File: src/rtl/sync_fifo.sv
// sync_fifo: parametrised single-clock FIFO with occupancy, status flags and standard/FWFT read modes
module sync_fifo #(
    parameter int DATA_W   = 8,
    parameter int DEPTH    = 8,
    parameter int AF_LEVEL = DEPTH - 2,
    parameter int AE_LEVEL = 2,
    parameter bit FWFT     = 1'b0
) (
    input  logic                     clk,
    input  logic                     rst_n,
    input  logic                     clr,
    input  logic                     wr_en,
    input  logic [DATA_W-1:0]        wr_data,
    input  logic                     rd_en,
    output logic [DATA_W-1:0]        rd_data,
    output logic                     rd_valid,
    output logic                     full,
    output logic                     empty,
    output logic                     almost_full,
    output logic                     almost_empty,
    output logic [$clog2(DEPTH):0]   count,
    output logic                     overflow,
    output logic                     underflow
);
    localparam int AW = $clog2(DEPTH);
    localparam logic [AW:0] DEPTH_C = DEPTH[AW:0];
    localparam logic [AW:0] AF_C    = AF_LEVEL[AW:0];
    localparam logic [AW:0] AE_C    = AE_LEVEL[AW:0];

    logic [DATA_W-1:0] mem [DEPTH];
    logic [AW:0] wptr_q, wptr_d, rptr_q, rptr_d, count_q, count_d;
    logic        ovf_q, ovf_d, udf_q, udf_d;
    logic        wr_acc, rd_acc;

    assign full         = count_q == DEPTH_C;
    assign empty        = count_q == '0;
    assign almost_full  = count_q >= AF_C;
    assign almost_empty = count_q <= AE_C;
    assign count        = count_q;
    assign overflow     = ovf_q;
    assign underflow    = udf_q;

    // next-state: acceptance is judged on pre-edge occupancy, flush overrides everything
    always_comb begin
        wr_acc  = wr_en && !full;
        rd_acc  = rd_en && !empty;
        wptr_d  = wptr_q + {{AW{1'b0}}, wr_acc};
        rptr_d  = rptr_q + {{AW{1'b0}}, rd_acc};
        count_d = count_q + {{AW{1'b0}}, wr_acc} - {{AW{1'b0}}, rd_acc};
        ovf_d   = wr_en && full;
        udf_d   = rd_en && empty;
        if (clr) begin
            wptr_d  = '0;
            rptr_d  = '0;
            count_d = '0;
            ovf_d   = 1'b0;
            udf_d   = 1'b0;
        end
    end

    // pointer, occupancy and error-pulse registers
    always_ff @(posedge clk or negedge rst_n) begin
        if (!rst_n) begin
            wptr_q  <= '0;
            rptr_q  <= '0;
            count_q <= '0;
            ovf_q   <= 1'b0;
            udf_q   <= 1'b0;
        end else begin
            wptr_q  <= wptr_d;
            rptr_q  <= rptr_d;
            count_q <= count_d;
            ovf_q   <= ovf_d;
            udf_q   <= udf_d;
        end
    end

    // storage array, deliberately left unreset
    always_ff @(posedge clk) begin
        if (wr_acc && !clr) mem[wptr_q[AW-1:0]] <= wr_data;
    end

    generate
        if (FWFT) begin : g_fwft
            assign rd_data  = mem[rptr_q[AW-1:0]];
            assign rd_valid = !empty;
        end else begin : g_std
            logic [DATA_W-1:0] rd_data_q;
            logic              rd_valid_q;
            // registered read port: data lands one cycle after an accepted read, held otherwise
            always_ff @(posedge clk or negedge rst_n) begin
                if (!rst_n) begin
                    rd_data_q  <= '0;
                    rd_valid_q <= 1'b0;
                end else if (clr) begin
                    rd_valid_q <= 1'b0;
                end else begin
                    rd_valid_q <= rd_acc;
                    if (rd_acc) rd_data_q <= mem[rptr_q[AW-1:0]];
                end
            end
            assign rd_data  = rd_data_q;
            assign rd_valid = rd_valid_q;
        end
    endgenerate
endmodule
File: config.mk
export PLATFORM = sky130hd
export DESIGN_NAME = sync_fifo
export DESIGN_NICKNAME = d
export VERILOG_FILES = /design/src/rtl/sync_fifo.sv
export SDC_FILE = /design/constraint.sdc
export NUM_CORES = 1
export LEC_CHECK = 0
export ABC_AREA = 0
export BUFFER_PORTS_ARGS = -buffer_cell sky130_fd_sc_hd__buf_2
export CORE_AREA = 2 2 97 99
export DETAILED_ROUTE_END_ITERATION = 8
export DIE_AREA = 0 0 99 101
export SETUP_SLACK_MARGIN = 0.02
export SYNTH_ARGS = -nofsm -noshare
export SYNTH_HDL_FRONTEND = slang
export SYNTH_SLANG_ARGS = --single-unit
File: constraint.sdc
create_clock -name clk -period 2.14 [get_ports clk]
set_input_delay 0.321 -clock clk [delete_from_list [all_inputs] [get_ports clk]]
set_output_delay 0.321 -clock clk [all_outputs]
set_load 0.02 [all_outputs]
Yosys cells after proc, flatten, opt, wreduce, memory -nomap -nowiden. Memory sizes are Yosys's and may differ from the RTL's. A register that Yosys moved wholly into a read port is not among the register bits. Cells that the tools add are included.

Add/subtract/negate cells: 4. Bitwise operators: 1. Reduce and logical (&&, ||, !) cells: 11. Multiplexer cells: 8. Order comparisons: 2. Eq/ne operators: 1.

Operator list (number): 4-bit by 1-bit adder with 4-bit output (3); 4-bit 2-to-1 mux (3); 1-bit logical AND (5); 1-bit 2-to-1 mux (5); 4-bit == test (second input constant) (1); 4-bit by 3-bit >= comparator with 1-bit output (second input constant) (1); 4-bit by 2-bit <= comparator with 1-bit output (second input constant) (1); 1-bit logical NOT (4); 4-bit logical NOT (1); 4-bit by 1-bit subtractor with 4-bit output (1); 2-bit AND reduction (1); 1-bit inverter (1).

Register bits: 15. Bits in writable memories: 64. Memories: 1. Output and inout port bits: 19.

Memory list: mem (depth 8, width 8, read ports 1, clocked after memory_dff 1, write ports 1, RTL line 30) `logic [DATA_W-1:0] mem [DEPTH];`.

Longest topological paths before layout. Gate-level depths: netlist of the first run.

Depth in word-level cells: 6. Mapped depth: 10.

Worst setup path after synthesis of the first run. No wires, ideal clock.

Path kind: reg2reg. Start point: register count_q[2] (netlist: count[2]). End point: register count_q[2] (netlist: count[2]). Library setup time: 0.132 ns. Clock period less this slack: 2.295 ns. Cell stages (with the launch flop): 11. Required time: 2.008 ns. Data arrival time: 2.163 ns. Slack: -0.155 ns. Path through: dfrtp_1 > inv_1 > ha_1 > or3b_4 > nand2_1 > xor2_1 > ha_1 > inv_1 > fa_1 > xor2_1 > nor2_1.

Word-level cells in the longest chain between the ends: 6. Elaborated cells between the ends (all ways): 9.

RTL lines: start: declaration (RTL line 31) `logic [AW:0] wptr_q, wptr_d, rptr_q, rptr_d, count_q, count_d;`; start signal: assignment (RTL line 72) `count_q <= count_d;`; 4-bit == test (RTL line 35) `assign full = count_q == DEPTH_C;`; 1-bit logical NOT (RTL line 45) `wr_acc = wr_en && !full;`; 1-bit logical AND (RTL line 45); 4-bit by 1-bit adder with 4-bit output (RTL line 49) `count_d = count_q + {{AW{1'b0}}, wr_acc} - {{AW{1'b0}}, rd_acc};`; 4-bit by 1-bit subtractor with 4-bit output (*) (RTL line 49); 4-bit 2-to-1 mux (*) (RTL line 52) `if (clr) begin`; via count_d[2] (RTL line 31).

Mark *: on every way through the listed nets, which the timed path passes. The rest lies on a longest branch.

Worst setup path in the final report of the first run.
Start point: register count_q[2] (netlist: count[2]). End point: register count_q[1] (netlist: count[1]).

Same word-level chain as after synthesis.

==> impl_metrics.ini, run 1 <==
[sta]
skew_ps = 6.684
worstMarginPinSlew_ps = 560.7
fin_crit_sh = 1.016
rsz0062_at_grt = true
fin_hold_ws_ps = 242.2
fmax_mhz = 460.1
finalWorstSetupSlack_ps = -33.35
finalCriticalPeriod_ps = 2173
setup_viol = 2
hold_viol = 0
max_slew_margin = 0.6258
drv_slew = 0

[yosys]
syn_avg_cell_area_um2 = 14.83
yosys_warnings = 0
synth_seq_area_share = 0.6934
synth_cell_type_count = 30
syn-instance-count = 238
synthesis.nets = 262
syn_area_um2 = 3530
synth_top_area_frac = 0.5445
ys_seq_elements = 85
synthFlopType = edfxtp_1
synth-edff-count = 64
yosys.area.top_type = edfxtp_1
synth_area_leaders = edfxtp_1 54%, dfrtp_1 15%, mux2i_1 9.1%
ys_async_sr_fraction = 0.2471

[routing]
routed_wirelength_um = 6643
wl_per_cell_um = 16.24
num_vias = 2032
viasPerCell = 4.968
ant_nets = 0
drc_errors = 0
dr.pass1.iters = 4
drt_iter0_markers = 93

[critical_path]
cp-end-kind = flop
cp_top_family = adder cells
cp.depth = 9
cp-startpoint = count[2]
cp_slowest_cell = fa_2
cp.required_ps = 2380
crit_path_start_kind = flop
arrival_ps = 2410
r2r-start = count[2]
cp.buffers_inverters = 2
rr_worst_depth = 9
path_cells = inv_2, ha_2, or3b_4, nand2_4, xor2_1, ha_2, inv_2, fa_2, nor2_1
critPathMaxFanout = 4
worstReg2RegEnd = count[1]
rrSetupSlack_ps = -30
critPathMaxStageDelay_ps = 500
crit_end = count[1]
worst-setup-path-type = reg -> reg

[layout]
area_growth_pct = 19.71
n_antenna_cell = 0
layout_commonest_cell = edfxtp_1
final_util = 0.4707
final_cell_mix = 64 x edfxtp_1, 32 x mux2i_1, 31 x buf_2
nets = 318
drive_gt1_frac = 0.3020

[power]
ir_worst_vdd_mv = 0.4332
leakage_uw = 0.001626
power.density_nw_per_um2 = 1103

[grt]
antenna_found_initial = 0
grt_max_degree = 34
grt_pass1_vias = 1951
grt_pass1_wl_um = 10540
grt_usage = 0.1452
grt_overflow = 0

[clock_network]
cts_buffers = 9
ctsHtreeMaxLevel = 3
clock_latency_ps = 350
clkTransAtPathRegs_ps = 80
cts_tree = done
clockBufferDepth = 2
cts.sinks = 85
clockRootBuffer = clkbuf_8

[place]
place.gp.congestion = 0.7466
pre_cts_ws_ps = -71.52
io_buffers = 31
dpl.hpwl_um = 4328

[flow_run]
drv_cap = 0

[min_path]
hp-class = in -> reg

[floorplan]
die_area_um2 = 9999
boundaryPins = 32
fp.dieW_um = 99
num_rows = 35
die-height_um = 101
initial_core_util = 0.3932
core-area_um2 = 8977

[status]
outcome = finished with violations
violations = setup timing
-- final cells by class --
class,count,area [µm²]
clock buffer,10,127.6
inverter,8,30.03
multi-input combinational,136,1052
tap,111,138.9
sequential,85,2449
timing repair buffer,54,367.9
fill,777,4752
clock inverter,5,60.06
-- per-layer routing --
layer	global-route usage	vias to the layer above	part of all wire
li1	-	980	-
met5	0	-	0
met2	0.2266	32	0.48
met4	0.06006	0	0.016
met3	0.03745	9	0.038
met1	0.1943	1011	0.46
-- worst min path at each step --
stage	startpoint	endpoint	slack (ps)	cells after the start
2_1_floorplan	rst_n	count[0]	30	0
3_3_place_gp	rst_n	overflow	300	1
3_5_place_dp	rst_n	overflow	300	1
4_1_cts	wr_data[2]	mem[6][2]	230	1
5_1_grt	wr_data[6]	mem[2][6]	240	1
6_report	wr_data[2]	mem[6][2]	240	1
-- synthesized netlist by cell type (2+ instances only) --
library cell	count
clkbuf_1	4
xnor2_1	3
edfxtp_1	64
nand2_1	16
dfrtp_1	21
nor2_1	18
nor2b_1	6
o21ai_0	8
ha_1	10
nand3_1	9
xor2_1	3
mux2i_1	32
a22oi_1	16
buf_6	2
inv_2	2
buf_4	2
inv_1	6
nand2b_1	4
-- cells by family after synthesis --
logic type	Yosys count	share of synthesized area
and+or+nand+nor	60	0.08401
xor gates and xnor gates	6	0.01489
muxes	32	0.09075
AOI/OAI and AO/OA	27	0.05140
buffers and inverters	17	0.02446
DFF	85	0.6934
adders and majority gates	11	0.04112
-- power by group --
group	leakage, µW	internal (µW)	switching [µW]	total [µW]
Combinational	0.000683	663	871	1530
Sequential	0.000850	1950	81.8	2030
Clock	0.0000931	540	556	1100
Total	0.00163	3150	1510	4660
-- worst register-to-register path, cell delays in order (launching register included) --
cell and delay (ps):
dfrtp_2 410, inv_2 60, ha_2 150, or3b_4 410
nand2_4 90, xor2_1 160, ha_2 210, inv_2 40
fa_2 500, nor2_1 40
-- timing repair --
action | 4_1_cts | 5_1_grt
hold buffers | 1 | 0
pin swaps | 7 | 4
setup buffers | 1 | 1
hold endpoints to repair | 21 | 0
gates resized for setup | 4 | 6
endpoints found under the setup margin | 35 | 35
-- stage by stage --
| step | total power [µW] | cell area [µm²] | cells | setup TNS (ps) |
|---|---|---|---|---|
| after floorplan | 3132 | 3560 | 238 | -43.02 |
| after global placement | 3557 | 3985 | 391 | -506.3 |
| after detailed placement | 3570 | 3985 | 391 | -1650 |
| after CTS | 4690 | 4199 | 408 | -1786 |
| after global routing | 4939 | 4225 | 409 | -282.7 |
| final | 4659 | 4225 | 409 | -41.05 |
-- flip-flops by register name, summed over array words and instances (netlist names) --
name,flops
rd_data,8
mem,64
rptr_q,3
wptr_q,3
count,4
rd_valid,1
overflow,1
underflow,1
(Power assumes the default switching activity.)
==> run 2, diff against run 1 <==
==> constraint.sdc (replaced) <==
create_clock -name clk -period 2.7 [get_ports clk]
set_input_delay 0.405 -clock clk [delete_from_list [all_inputs] [get_ports clk]]
set_output_delay 0.405 -clock clk [all_outputs]
set_load 0.02 [all_outputs]
==> impl_metrics.ini, run 2 (synthesis results as in run 1) <==
[routing]
ant_nets = 0
drt_iter0_markers = 110
routed_wirelength_um = 6527
viasPerCell = 4.947
drc_errors = 0
dr.pass1.iters = 4
num_vias = 1949
wl_per_cell_um = 16.57

[critical_path]
cp_slowest_cell = dfrtp_1
crit_path_start_kind = flop
arrival_ps = 2580
path_cells = inv_1, ha_1, or3b_4, nand2_1, xor2_1, ha_1, inv_1, fa_1, xor2_1, nor2_1
critPathMaxFanout = 4
rrSetupSlack_ps = 360
critPathMaxStageDelay_ps = 410
cp-end-kind = flop
cp.required_ps = 2930
worstReg2RegEnd = count[2]
r2r-start = count[2]
rr_worst_depth = 10
worst-setup-path-type = reg -> reg

[layout]
nets = 302
area_growth_pct = 13.61
n_antenna_cell = 0
final_cell_mix = 64 x edfxtp_1, 32 x mux2i_1, 31 x buf_2
drive_gt1_frac = 0.2049
fillers = 809
final_cells = 394
largest_register_ffs = 64
layout_commonest_cell = edfxtp_1

[flow_run]
drv_cap = 0

[grt]
grt_pass1_vias = 1932
grt_pass1_wl_um = 10590
grt_usage = 0.1435
met3_usage = 0.03606
grt_overflow = 0
use_met1 = 0.1952
top_usage_layer = met2
grt_max_degree = 34
antenna_found_initial = 0
grtUsageMet2 = 0.2251

[clock_network]
clockBufferDepth = 2
ctsHtreeMaxLevel = 3
holdBufCountCts = 0
clock_latency_ps = 340
clkTransAtPathRegs_ps = 90
clockRootBuffer = clkbuf_8
cts.sinks = 85
cts_buffers = 9
cts_tree = done
ctsResizeCount = 0
cts_setup_buffers = 0

[floorplan]
fp.dieW_um = 99
core-area_um2 = 8977
die-height_um = 101
num_rows = 35
die_area_um2 = 9999
initial_core_util = 0.3932
boundaryPins = 32

[place]
place.gp.congestion = 0.7112
dpl.cell_count = 378
io_buffers = 31
dpl.hpwl_um = 4224

[sta]
drv_slew = 0
finalSetupTns_ps = 0
hold_viol = 0
rsz0062_at_grt = false
worstMarginPinSlew_ps = 832.2
fin_crit_sh = 0.8685
max_slew_margin = 0.4432
setup_viol = 0
skew_ps = 8.998
fin_hold_ws_ps = 0.2753
fmax_mhz = 426.5
finalCriticalPeriod_ps = 2345

[status]
outcome = complete, no violations

[power]
leakage_uw = 0.001545
power.density_nw_per_um2 = 886.5
ir_worst_vdd_mv = 0.2947

[min_path]
hp-class = in -> async
-- run 2: changes by cell type in the layout (fill, tap and decap cells not counted), sizes merged --
cell         change
clkbuf           -1
dlygate4sd3      -1
inv              -2
clkinvlp         +1
buf             -15
clkinv           +3
-- run 2: per-layer routing --
layer  part of all wire  vias to the layer above
li1                   -                      948
met1               0.47                      952
met2               0.47                       43
met3              0.049                        6
met4              0.010                        0
met5                  0                        -
-- run 2: through the flow --
step / setup WS [ps] / area [µm²] / utilization / total power, µW
after floorplan: 404.9 / 3530 / - / 2468
after CTS: 325.7 / 4010 / 0.4467 / 3596
after global routing: 167.3 / 4010 / 0.4467 / 3787
final: 355.1 / 4010 / 0.4467 / 3555
after detailed placement: 349.7 / 3820 / 0.4255 / 2739
after global placement: 416.1 / 3820 / 0.4255 / 2718
-- run 2: worst max-delay path by stage --
stage,cells after the start,startpoint,endpoint
after detailed placement,10,count[2],count[2]
final,10,count[2],count[2]
after global placement,10,count[2],count[2]
after CTS,10,count[2],count[2]
after global routing,10,count[2],count[2]
after floorplan,10,count[2],count[2]
-- run 2: worst max-delay path, delay by kind of cell (launching register included) --
family | cells | cell delay, ps
DFF | 1 | 410
buffers and inverters | 2 | 190
adders and majority gates | 3 | 710
and+or+nand+nor | 3 | 600
xor gates and xnor gates | 2 | 320
-- run 2: cell type report --
type	count	area (µm²)	share of cell area
multi-input cells	136	996.0	0.2484
flip-flops and latches	85	2447	0.6103
clock buffers	9	123.9	0.03089
inverters	8	30.03	0.007488
repair buffers	38	207.7	0.05179
clock inverters	7	66.31	0.01654
well taps	111	138.9	0.03463
-- run 2: power by group --
group          switching, µW  internal, µW  total (µW)
registers               73.6          1540        1620
logic                    650           430        1080
clock network            438           421         859
==> run 3, diff against run 2 <==
--- a/config.mk
+++ b/config.mk
@@ -10,6 +10,7 @@
 export CORE_AREA = 2 2 97 99
 export DETAILED_ROUTE_END_ITERATION = 8
 export DIE_AREA = 0 0 99 101
+export REMOVE_ABC_BUFFERS = 1
 export SETUP_SLACK_MARGIN = 0.02
 export SYNTH_ARGS = -nofsm -noshare
 export SYNTH_HDL_FRONTEND = slang
==> impl_metrics.ini, run 3 (synthesis results as in run 1) <==
[clock_network]
cts_tree = done
holdBufCountCts = 0
cts_setup_buffers = 0
clockRootBuffer = clkbuf_8
clock_latency_ps = 350
clockBufferDepth = 2
cts_buffers = 9
ctsHtreeMaxLevel = 3
ctsResizeCount = 0
cts.sinks = 85
clkTransAtPathRegs_ps = 90

[routing]
ant_nets = 0
dr.pass1.iters = 4
routed_wirelength_um = 6668
drt_iter0_markers = 88
wl_per_cell_um = 16.75
num_vias = 1984
viasPerCell = 4.985
drc_errors = 0

[layout]
final_cell_mix = 64 x edfxtp_1, 32 x mux2i_1, 31 x buf_2
nets = 306
final_cell_area_um2 = 4071
drive_gt1_frac = 0.2195
largest_register_ffs = 64
area_growth_pct = 15.35
multi_input_area_um2 = 996.0
fillers = 808
final_util = 0.4535
n_antenna_cell = 0
layout_commonest_cell = edfxtp_1
register_area_um2 = 2447

[sta]
fin_hold_ws_ps = -10.15
finalCriticalPeriod_ps = 2382
worstMarginPinSlew_ps = 718.4
hold_viol = 21
rsz0062_at_grt = false
fin_crit_sh = 0.8824
setup_viol = 0
skew_ps = 5.588
max_slew_margin = 0.5201
drv_slew = 0
fmax_mhz = 419.7
finalSetupTns_ps = 0

[place]
io_buffers = 31
postPlaceCellArea_um2 = 3850
dpl.hpwl_um = 4266
place.gp.congestion = 0.7443

[floorplan]
core-area_um2 = 8977
die_area_um2 = 9999
num_rows = 35
initial_core_util = 0.3932
boundaryPins = 32
die-height_um = 101
fp.dieW_um = 99

[critical_path]
crit_path_start_kind = flop
rrSetupSlack_ps = 320
critPathMaxFanout = 4
worst-setup-path-type = reg -> reg
arrival_ps = 2620
cp-end-kind = flop
cp.required_ps = 2940

[grt]
grt_overflow = 0
grt_usage = 0.1446
grt_pass1_wl_um = 10590
grt_pass1_vias = 1973
antenna_found_initial = 0
grt_max_degree = 34

[status]
outcome = finished with violations
violations = hold timing

[flow_run]
drv_cap = 0

[min_path]
hp-class = in -> async

[power]
power.density_nw_per_um2 = 905.2
ir_worst_vdd_mv = 0.2506
leakage_uw = 0.001584
run 3: changes by cell type in the layout (fill, tap and decap cells not counted), sizes merged:
cell | previous run | this run
buf | 38 | 42
clkinv | 4 | 2
inv | 8 | 10
bufinv | 1 | 2
clkinvlp | 2 | 1
run 3: cell type report:
type,count,share of cell area
well taps,111,0.03411
repair buffers,42,0.05839
flip-flops and latches,85,0.6011
clock buffers,9,0.03042
multi-input cells,136,0.2446
clock inverters,7,0.02397
inverters,8,0.007376
run 3: path summary, 6_finish.rpt:
path | startpoint | endpoint | depth (start not counted)
worst max register to register | count[2] | count[2] | 10
worst min register to register | rd_data[4] | rd_data[4] | 2
max in group asynchronous | rst_n | rptr_q[1] | 1
min in group clk | wr_data[7] | mem[3][7] | 1
worst max-delay path | count[2] | count[2] | 10
worst min-delay path | rst_n | rd_data[2] | 1
run 3: routing by layer:
metal | part of all wire | GRT usage | up-vias
met5 | 0 | 0 | -
met4 | 0.023 | 0.06955 | 0
met3 | 0.050 | 0.02566 | 12
met2 | 0.46 | 0.2271 | 52
met1 | 0.47 | 0.1955 | 964
li1 | - | - | 956
run 3: power breakdown:
part	switching [µW]	internal, µW	leakage [µW]
Combinational	650	430	0.000625
Sequential	73.1	1540	0.000852
Clock	464	526	0.000108
Total	1190	2500	0.00158
run 3: metrics by stage:
step,total power (µW),instances,worst slack (ps)
4_1_cts,3724,398,304.8
2_1_floorplan,2429,229,418.3
5_1_grt,3904,398,72.48
3_5_place_dp,2733,382,322.8
3_3_place_gp,2718,382,421.2
6_report,3685,398,317.6
run 3: critical path: stages, from the launching register on:
cell and delay (ps):
dfrtp_1 400, inv_1 140, ha_1 160, or3b_4 400, nand2_1 150, xor2_1 160
ha_1 190, inv_1 60, fa_1 380, xor2_1 170, nor2_1 60
